[src/rtl/sa_rdata_channel.sv]
// sa_rdata_channel: slave-side AXI4 read-data return path.
// Routes each R burst from one slave to the master that issued the matching AR,
// using an in-order FIFO of {mst_id, ARLEN} pushed by this slave's AR channel.
// Optional macro SA_RDATA_LAST_CHECK_EN adds a sticky RLAST_err_o output that
// flags slave RLAST disagreeing with the expected beat count.
module sa_rdata_channel #(
  parameter int unsigned MST_AMT          = 3,
  parameter int unsigned OUTSTANDING_AMT  = 8,
  parameter int unsigned MST_ID_W         = $clog2(MST_AMT),
  parameter int unsigned DATA_WIDTH       = 32,
  parameter int unsigned TRANS_DATA_LEN_W = 3
) (
  input  logic                            ACLK_i,
  input  logic                            ARESETn_i,
  input  logic [MST_ID_W-1:0]             AR_mst_id_i,
  input  logic [TRANS_DATA_LEN_W-1:0]     AR_AxLEN_i,
  input  logic                            AR_fifo_order_wr_en_i,
  output logic                            AR_stall_o,
  input  logic [DATA_WIDTH-1:0]           s_RDATA_i,
  input  logic [1:0]                      s_RRESP_i,
  input  logic                            s_RLAST_i,
  input  logic                            s_RVALID_i,
  output logic                            s_RREADY_o,
  output logic [DATA_WIDTH*MST_AMT-1:0]   dsp_RDATA_o,
  output logic [2*MST_AMT-1:0]            dsp_RRESP_o,
  output logic [MST_AMT-1:0]              dsp_RLAST_o,
  output logic [MST_AMT-1:0]              dsp_RVALID_o,
`ifdef SA_RDATA_LAST_CHECK_EN
  output logic                            RLAST_err_o,
`endif
  input  logic [MST_AMT-1:0]              dsp_RREADY_i
);

  localparam int unsigned PTR_W = (OUTSTANDING_AMT > 1) ? $clog2(OUTSTANDING_AMT) : 1;
  localparam int unsigned CNT_W = $clog2(OUTSTANDING_AMT + 1);

  // Order FIFO storage and bookkeeping
  logic [MST_ID_W-1:0]         r_ord_id  [OUTSTANDING_AMT];
  logic [TRANS_DATA_LEN_W-1:0] r_ord_len [OUTSTANDING_AMT];
  logic [PTR_W-1:0]            r_wr_ptr;
  logic [PTR_W-1:0]            r_rd_ptr;
  logic [CNT_W-1:0]            r_ord_cnt;

  // Output slice and beat counter
  logic [DATA_WIDTH-1:0]       r_data;
  logic [1:0]                  r_resp;
  logic                        r_last;
  logic [MST_ID_W-1:0]         r_dst;
  logic                        r_vld;
  logic [TRANS_DATA_LEN_W-1:0] r_beat_cnt;

  logic                        w_empty;
  logic                        w_full;
  logic [MST_ID_W-1:0]         w_head_id;
  logic [TRANS_DATA_LEN_W-1:0] w_head_len;
  logic [MST_AMT-1:0]          w_dst_oh;
  logic                        w_dst_rdy;
  logic                        w_s_hs;
  logic                        w_beat_last;
  logic                        w_pop;
  logic                        w_push;

  function automatic logic [PTR_W-1:0] ptr_inc(input logic [PTR_W-1:0] p);
    return (p == PTR_W'(OUTSTANDING_AMT - 1)) ? '0 : p + PTR_W'(1);
  endfunction

  assign w_empty    = (r_ord_cnt == '0);
  assign w_full     = (r_ord_cnt == CNT_W'(OUTSTANDING_AMT));
  assign w_head_id  = r_ord_id[r_rd_ptr];
  assign w_head_len = r_ord_len[r_rd_ptr];

  // One-hot decode of the held beat's destination master
  always_comb begin
    w_dst_oh = '0;
    for (int unsigned m = 0; m < MST_AMT; m++) begin
      w_dst_oh[m] = (r_dst == MST_ID_W'(m));
    end
  end

  assign w_dst_rdy   = |(w_dst_oh & dsp_RREADY_i);
  assign s_RREADY_o  = ~w_empty & (~r_vld | w_dst_rdy);
  assign w_s_hs      = s_RVALID_i & s_RREADY_o;
  assign w_beat_last = (r_beat_cnt == w_head_len);
  assign w_pop       = w_s_hs & w_beat_last;
  // A push that coincides with the final-beat pop reuses the freed slot, even when full
  assign w_push      = AR_fifo_order_wr_en_i & (~w_full | w_pop);
  assign AR_stall_o  = w_full;

  // Order FIFO payload write (no reset needed: entries are only read when valid)
  always_ff @(posedge ACLK_i) begin
    if (w_push) begin
      r_ord_id[r_wr_ptr]  <= AR_mst_id_i;
      r_ord_len[r_wr_ptr] <= AR_AxLEN_i;
    end
  end

  // Order FIFO pointers and occupancy
  always_ff @(posedge ACLK_i or negedge ARESETn_i) begin
    if (!ARESETn_i) begin
      r_wr_ptr  <= '0;
      r_rd_ptr  <= '0;
      r_ord_cnt <= '0;
    end else begin
      if (w_push) r_wr_ptr <= ptr_inc(r_wr_ptr);
      if (w_pop)  r_rd_ptr <= ptr_inc(r_rd_ptr);
      if (w_push && !w_pop)      r_ord_cnt <= r_ord_cnt + CNT_W'(1);
      else if (!w_push && w_pop) r_ord_cnt <= r_ord_cnt - CNT_W'(1);
    end
  end

  // Beat counter within the current burst; wraps to 0 on the final beat
  always_ff @(posedge ACLK_i or negedge ARESETn_i) begin
    if (!ARESETn_i) begin
      r_beat_cnt <= '0;
    end else if (w_s_hs) begin
      r_beat_cnt <= w_beat_last ? '0 : r_beat_cnt + TRANS_DATA_LEN_W'(1);
    end
  end

  // Output pipeline slice: load on slave handshake, drain when destination accepts
  always_ff @(posedge ACLK_i or negedge ARESETn_i) begin
    if (!ARESETn_i) begin
      r_data <= '0;
      r_resp <= '0;
      r_last <= 1'b0;
      r_dst  <= '0;
      r_vld  <= 1'b0;
    end else if (w_s_hs) begin
      r_data <= s_RDATA_i;
      r_resp <= s_RRESP_i;
      r_last <= w_beat_last;
      r_dst  <= w_head_id;
      r_vld  <= 1'b1;
    end else if (w_dst_rdy) begin
      r_vld  <= 1'b0;
    end
  end

  assign dsp_RDATA_o  = {MST_AMT{r_data}};
  assign dsp_RRESP_o  = {MST_AMT{r_resp}};
  assign dsp_RVALID_o = {MST_AMT{r_vld}} & w_dst_oh;
  assign dsp_RLAST_o  = {MST_AMT{r_vld & r_last}} & w_dst_oh;

`ifdef SA_RDATA_LAST_CHECK_EN
  logic r_rlast_err;

  // Sticky flag: slave RLAST disagrees with the expected final beat
  always_ff @(posedge ACLK_i or negedge ARESETn_i) begin
    if (!ARESETn_i) begin
      r_rlast_err <= 1'b0;
    end else if (w_s_hs && (s_RLAST_i != w_beat_last)) begin
      r_rlast_err <= 1'b1;
    end
  end

  assign RLAST_err_o = r_rlast_err;
`else
  logic w_unused_rlast;
  assign w_unused_rlast = s_RLAST_i;
`endif

endmodule

[config.mk]
export PLATFORM = sky130hd
export DESIGN_NAME = sa_rdata_channel
export DESIGN_NICKNAME = d
export VERILOG_FILES = /design/src/rtl/sa_rdata_channel.sv
export SDC_FILE = /design/constraint.sdc
export NUM_CORES = 1
export LEC_CHECK = 0
export ABC_CLOCK_PERIOD_IN_PS = 3600
export CAP_MARGIN = 0
export CORE_MARGIN = 3
export CORE_UTILIZATION = 35
export CTS_CLUSTER_DIAMETER = 60
export DETAILED_ROUTE_END_ITERATION = 6
export GPL_TIMING_DRIVEN = 0
export RECOVER_POWER = 25
export SLEW_MARGIN = 25
export SYNTH_ARGS = -nofsm -noshare
export SYNTH_HDL_FRONTEND = slang
export SYNTH_SLANG_ARGS = --single-unit
[constraint.sdc]
create_clock -name ACLK_i -period 3.6 [get_ports ACLK_i]
set_input_delay 1.08 -clock ACLK_i [delete_from_list [all_inputs] [get_ports ACLK_i]]
set_output_delay 1.08 -clock ACLK_i [all_outputs]
set_load 0.1 [all_outputs]
* Yosys cells after proc, flatten, opt, wreduce, memory -nomap -nowiden
Memory sizes are Yosys's and may differ from the RTL's. A register that Yosys moved wholly into a read port is not among the register bits.
Cells that the tools add are included.
** Cells by class
- Mux-type cells :: 9
- Bitwise logic cells :: 13
- Add/sub/neg operators :: 5
- Reductions and logical operators :: 10
- Eq/ne operators :: 6
** Operators with widths (count)
- adder 3 x 1 -> 3 bit (second input constant) :: 3
- bitwise AND 3 bit :: 3
- 2-to-1 mux 3 bit :: 3
- 2-to-1 mux 4 bit :: 2
- equality test 3 bit (second input constant) :: 2
- bitwise AND 1 bit :: 5
- adder 4 x 1 -> 4 bit (second input constant) :: 1
- equality test 4 bit (second input constant) :: 1
- logical NOT 4 bit :: 1
- 2-to-1 mux 1 bit :: 4
- nonzero test 2 bit :: 2
- subtractor 4 x 1 -> 4 bit (second input constant) :: 1
- equality test 3 bit :: 1
- logical NOT 1 bit :: 3
- inverter 1 bit :: 3
- OR reduction 3 bit :: 1
- equality test 2 x 1 -> 1 bit (second input constant) :: 1
- equality test 2 bit (second input constant) :: 1
- logical AND 1 bit :: 2
- logical NOT 2 bit :: 1
- OR 1 bit :: 2
** Storage, ports and cells
- Bits in writable memories :: 40
- Output and inout port bits :: 110
- Memories :: 2
- Register bits :: 49
** Memory list
- r_ord_len :: words 8, width 3, read ports 1, clocked after Yosys merged registers in 0, wr ports 1, RTL line 39 : logic [TRANS_DATA_LEN_W-1:0] r_ord_len [OUTSTANDING_AMT];
- r_ord_id :: words 8, width 2, read ports 1, clocked after Yosys merged registers in 1, wr ports 1, RTL line 38 : logic [MST_ID_W-1:0] r_ord_id [OUTSTANDING_AMT];

* Longest topological paths before layout
- Word-level depth :: 13
- Mapped depth :: 15
- Depth with buffers taken out :: 13

* Least setup slack after synthesis
OpenSTA, ideal clock, no wires.
- Kind :: reg-to-output
- From :: reg r_dst[0] (read register of r_ord_id)
- To :: out dsp_RLAST_o[0]
- Stages on the path, launching flop included :: 3
- Arrival :: 3.638 ns
- Slack :: -1.118 ns
- Data required time :: 2.520 ns
- Cell sequence :: dfrtp_1 -> nor3b_1 -> and2_1
** On the way
- Longest elaborated chain between the ends :: 2
** Ends and longest elaborated chain
- from (decl) :: RTL line 48 : logic [MST_ID_W-1:0] r_dst;
- logical NOT 2 bit :: RTL line 76 : w_dst_oh[m] = (r_dst == MST_ID_W'(m));
- bitwise AND 3 bit :: RTL line 142 : assign dsp_RLAST_o = {MST_AMT{r_vld & r_last}} & w_dst_oh;
- to (decl) :: RTL line 26 : output logic [MST_AMT-1:0] dsp_RLAST_o,
No other way between the ends.

* Worst setup path in the final report
- From :: reg r_dst[0] (read register of r_ord_id)
- To :: out dsp_RLAST_o[2]
** On the way
- Longest elaborated chain between the ends :: 2
** Ends and longest elaborated chain (RTL line)
- equality test 2 bit :: 76
- bitwise AND 3 bit :: 142
No other way between the ends.

==> tab_implementation.tex <==
\begin{tabular}{lr}
\hline
Metric & Value \\
\hline
\multicolumn{2}{l}{\textbf{Logic synthesis}} \\
\quad Top FF cell, synth & dfrtp\_1 \\
\quad Area leader, netlist & dfrtp\_1 \\
\quad Synthesized flop and latch total & 91 \\
\quad Async set-reset flop share out of synthesis & 0.560 \\
\quad Instance count of the mapped netlist & 385 \\
\quad Proportion of netlist area held by the largest area contributor & 0.287 \\
\quad Number of synthesized flops with an enable pin & 40 \\
\quad Area of the mapped netlist & 4440 µm² \\
\quad Syn Area/Cell & 11.5 µm² \\
\quad Synth warn & 0 \\
\quad Synthesized Nets & 441 \\
\quad Distinct cells, synth & 39 \\
\quad Share of synthesized area occupied by flip-flops and latches & 0.557 \\
\quad Most area-consuming cells after synthesis & dfrtp\_1, edfxtp\_1, buf\_4 \\
\multicolumn{2}{l}{\textbf{STA}} \\
\quad Final critical delay including setup and external delays & 3.46 ns \\
\quad Total negative setup slack & 0 ns \\
\quad Max Fclk & 289 MHz \\
\quad Setup repair after global routing missed its margin & no \\
\quad Setup clock skew after layout & 0.00526 ns \\
\quad Final number of hold-violating endpoints & 0 \\
\quad Max Transition Viols Final & 0 \\
\quad Final-report setup violation count & 0 \\
\quad Worst max-slew margin expressed relative to the limit & 0.151 \\
\quad Crit share post-route & 0.961 \\
\quad Transition at the pin with the smallest max-transition slack & 1.27 ns \\
\multicolumn{2}{l}{\textbf{GRT}} \\
\quad GR Util All Layers & 0.153 \\
\quad Antenna violations before repair & 0 \\
\quad Vias in the first global route & 3022 \\
\quad Maximum number of pins on one net before global-route repair & 52 \\
\quad First-pass GRT wire length & 16800 µm \\
\quad Grt total ovfl & 0 \\
\multicolumn{2}{l}{\textbf{Placed design}} \\
\quad Post-DP Area & 6220 µm² \\
\quad Post-DP HPWL & 8410 µm \\
\quad IO Port Bufs & 155 \\
\quad Final Wtd Congestion & 0.773 \\
\quad Instance count after placement with tap cells included & 708 \\
\multicolumn{2}{l}{\textbf{CTS}} \\
\quad Number of clock sinks & 91 \\
\quad Latest clock arrival within the worst-skew pair & 0.33 ns \\
\quad Cts hold-fix bufs & 0 \\
\quad CTS clock-pin slew for the worst setup and hold paths & 0.06 ns \\
\quad Maximum level of the CTS H-tree & 3 \\
\quad Longest Clk Path Bufs & 2 \\
\quad Clock buffers created by TritonCTS & 9 \\
\quad Root Driver & clkbuf\_16 \\
\quad Clock tree from TritonCTS & built \\
\multicolumn{2}{l}{\textbf{Layout}} \\
\quad Final Cell Area & 6550 µm² \\
\quad Area growth from synthesis to layout & 47.3\% \\
\quad Fraction of the core area covered by cells at the end of the flow & 0.536 \\
\quad \# fillers & 1138 \\
\quad Final cell count without fillers & 730 \\
\quad Number of nets in the finished design & 613 \\
\quad Layout cells sized above 1 & 0.203 \\
\quad Antenna diode count & 0 \\
\multicolumn{2}{l}{\textbf{Worst hold path}} \\
\quad Hold-critical path endpoint & r\_ord\_cnt[3] \\
\quad Worst min path class & reg -> reg \\
\quad Startpoint of the most critical hold path & r\_ord\_cnt[3] \\
\quad Count of cells along the worst hold path & 1 \\
\multicolumn{2}{l}{\textbf{Status}} \\
\quad Run status & finished clean \\
\multicolumn{2}{l}{\textbf{Routing}} \\
\quad Routed vias/inst & 4.28 \\
\quad Final antenna-violating net count & 0 \\
\quad Wire length per cell & 14.6 µm \\
\quad Routed Wire Length & 10700 µm \\
\quad Number of remaining DRC errors & 0 \\
\quad First-pass iteration count of the detailed router & 4 \\
\quad Initial DRC count & 81 \\
\quad Via count & 3127 \\
\multicolumn{2}{l}{\textbf{Floorplan}} \\
\quad Area of the core & 12200 µm² \\
\quad Die boundary width & 119 µm \\
\quad Effective utilization at floorplan & 0.364 \\
\quad Chip height & 119 µm \\
\quad Cell Rows & 40 \\
\quad Die Footprint & 14100 µm² \\
\quad I/O pin count & 157 \\
\multicolumn{2}{l}{\textbf{Setup path}} \\
\quad Reg-to-reg endpoint & r\_ord\_cnt[3] \\
\quad Critical path type & reg -> out \\
\quad Worst reg2reg startpoint & r\_rd\_ptr[1] \\
\quad Logic depth of the worst register-to-register path & 13 \\
\quad Critical Path Source Type & register \\
\quad Longest individual stage delay on the worst path & 1.13 ns \\
\quad Nature of the critical path endpoint & output port \\
\quad Crit path cell chain & and3b\_1, and2\_1, clkdlybuf4s50\_1 \\
\quad Highest-delay cell along the critical path & clkdlybuf4s50\_1 \\
\quad Worst path required time & 2.52 ns \\
\quad Crit-path max FO & 6 \\
\quad Crit path DAT & 2.38 ns \\
\quad Minimum setup slack among reg-to-reg paths & 0.35 ns \\
\multicolumn{2}{l}{\textbf{Job}} \\
\quad Max-Cap Viols & 0 \\
\hline
\end{tabular}
-- worst max-delay path: cells and delay by family (launching register included) --
kind	cells	cell delay (ns)
DFF	1	0.46
and+or+nand+nor	2	0.45
buffers and inverters	1	1.13
-- placed cells by master (no fill, tap or decap), types with 2 or more instances in the layout --
cell             count
clkdlybuf4s50_1    150
nand2_1            114
buf_4               76
dfrtp_1             51
edfxtp_1            40
mux2i_1             15
clkbuf_16            9
buf_1                7
ha_1                 7
inv_1                6
mux2_2               6
xnor2_1              6
nor2_1               5
clkbuf_1             5
o21ai_0              5
and2_1               4
mux4_1               4
nor3_1               3
mux4_2               3
xor2_1               3
nor4b_2              3
dlygate4sd3_1        3
buf_6                2
nand3b_1             2
nand3_1              2
and3b_1              2
nor2b_1              2
o311ai_0             2
clkinv_1             2
clkinv_4             2
clkinvlp_2           2
-- registers in the layout, indices dropped and copies added, names as in the netlist --
name	count
r_ord_cnt	4
r_dst	2
r_ord_len	24
r_ord_id	16
r_data	32
r_resp	2
r_wr_ptr	3
r_rd_ptr	3
r_beat_cnt	3
r_vld	1
r_last	1
-- cells by family (layout without fill, tap and decap cells) --
family                   Yosys count  count (layout)  share of synthesized area
multiplexers                      29              29                     0.0912
AO/OA/AOI/OAI                     12              12                     0.0189
flip-flops                        91              91                      0.557
adder cells (fa/ha/maj)            9               9                     0.0270
buffers and inverters             89             266                      0.138
XOR/XNOR                          10              10                     0.0214
AND/OR/NAND/NOR                  145             145                      0.146
-- worst max-delay path by stage --
stage | to | from
finish | dsp_RLAST_o[2] | r_dst[0]
detailed placement | s_RREADY_o | dsp_RREADY_i[0]
global placement | s_RREADY_o | dsp_RREADY_i[2]
global route | r_ord_cnt[3] | dsp_RREADY_i[0]
floorplan | r_ord_cnt[3] | dsp_RREADY_i[2]
CTS | r_ord_cnt[3] | dsp_RREADY_i[2]
-- per-stage QoR --
| stage | hold slack [ns] | worst slack (ns) |
|---|---|---|
| CTS | 0.522 | 0.0178 |
| detailed placement | 0.513 | -0.760 |
| finish | 0.521 | 0.142 |
| global placement | 0.506 | -0.745 |
| global route | 0.558 | 0.0325 |
| floorplan | 0.466 | 0.318 |
-- synth_stat cells (all sizes together) (6+ instances only) --
master    n
nand2   114
buf      78
dfrtp    51
edfxtp   40
mux2i    15
ha        8
mux2      7
mux4      7
xnor2     7
inv       6
-- area by class of cell --
class,count,area (µm²),share of cell area
Buffer,82,578,0.0883
Clock buffer,9,225,0.0344
Clock inverter,7,43.8,0.00669
Inverter,6,22.5,0.00344
Multi-Input combinational cell,205,1390,0.213
Sequential cell,91,2480,0.378
Tap cell,168,210,0.0321
Timing Repair Buffer,162,1600,0.244
-- metal layers --
layer  global-route usage  share of wire  vias to the layer above
met3               0.0498          0.069                        8
li1                     -              -                     1571
met4               0.0261         0.0057                        0
met2                0.259           0.50                      100
met1                0.193           0.42                     1448
met5                    0              0                        -
-- what timing repair did --
item,4_1_cts,5_1_grt
gates cloned,0,0
pin swaps,1,2
gates resized for setup,7,3
setup buffers,2,5
setup endpoints to repair,2,16
Power is left out: the tool's default activity adds up to more than one toggle a clock period on the data nets, which glitch-free logic cannot reach.
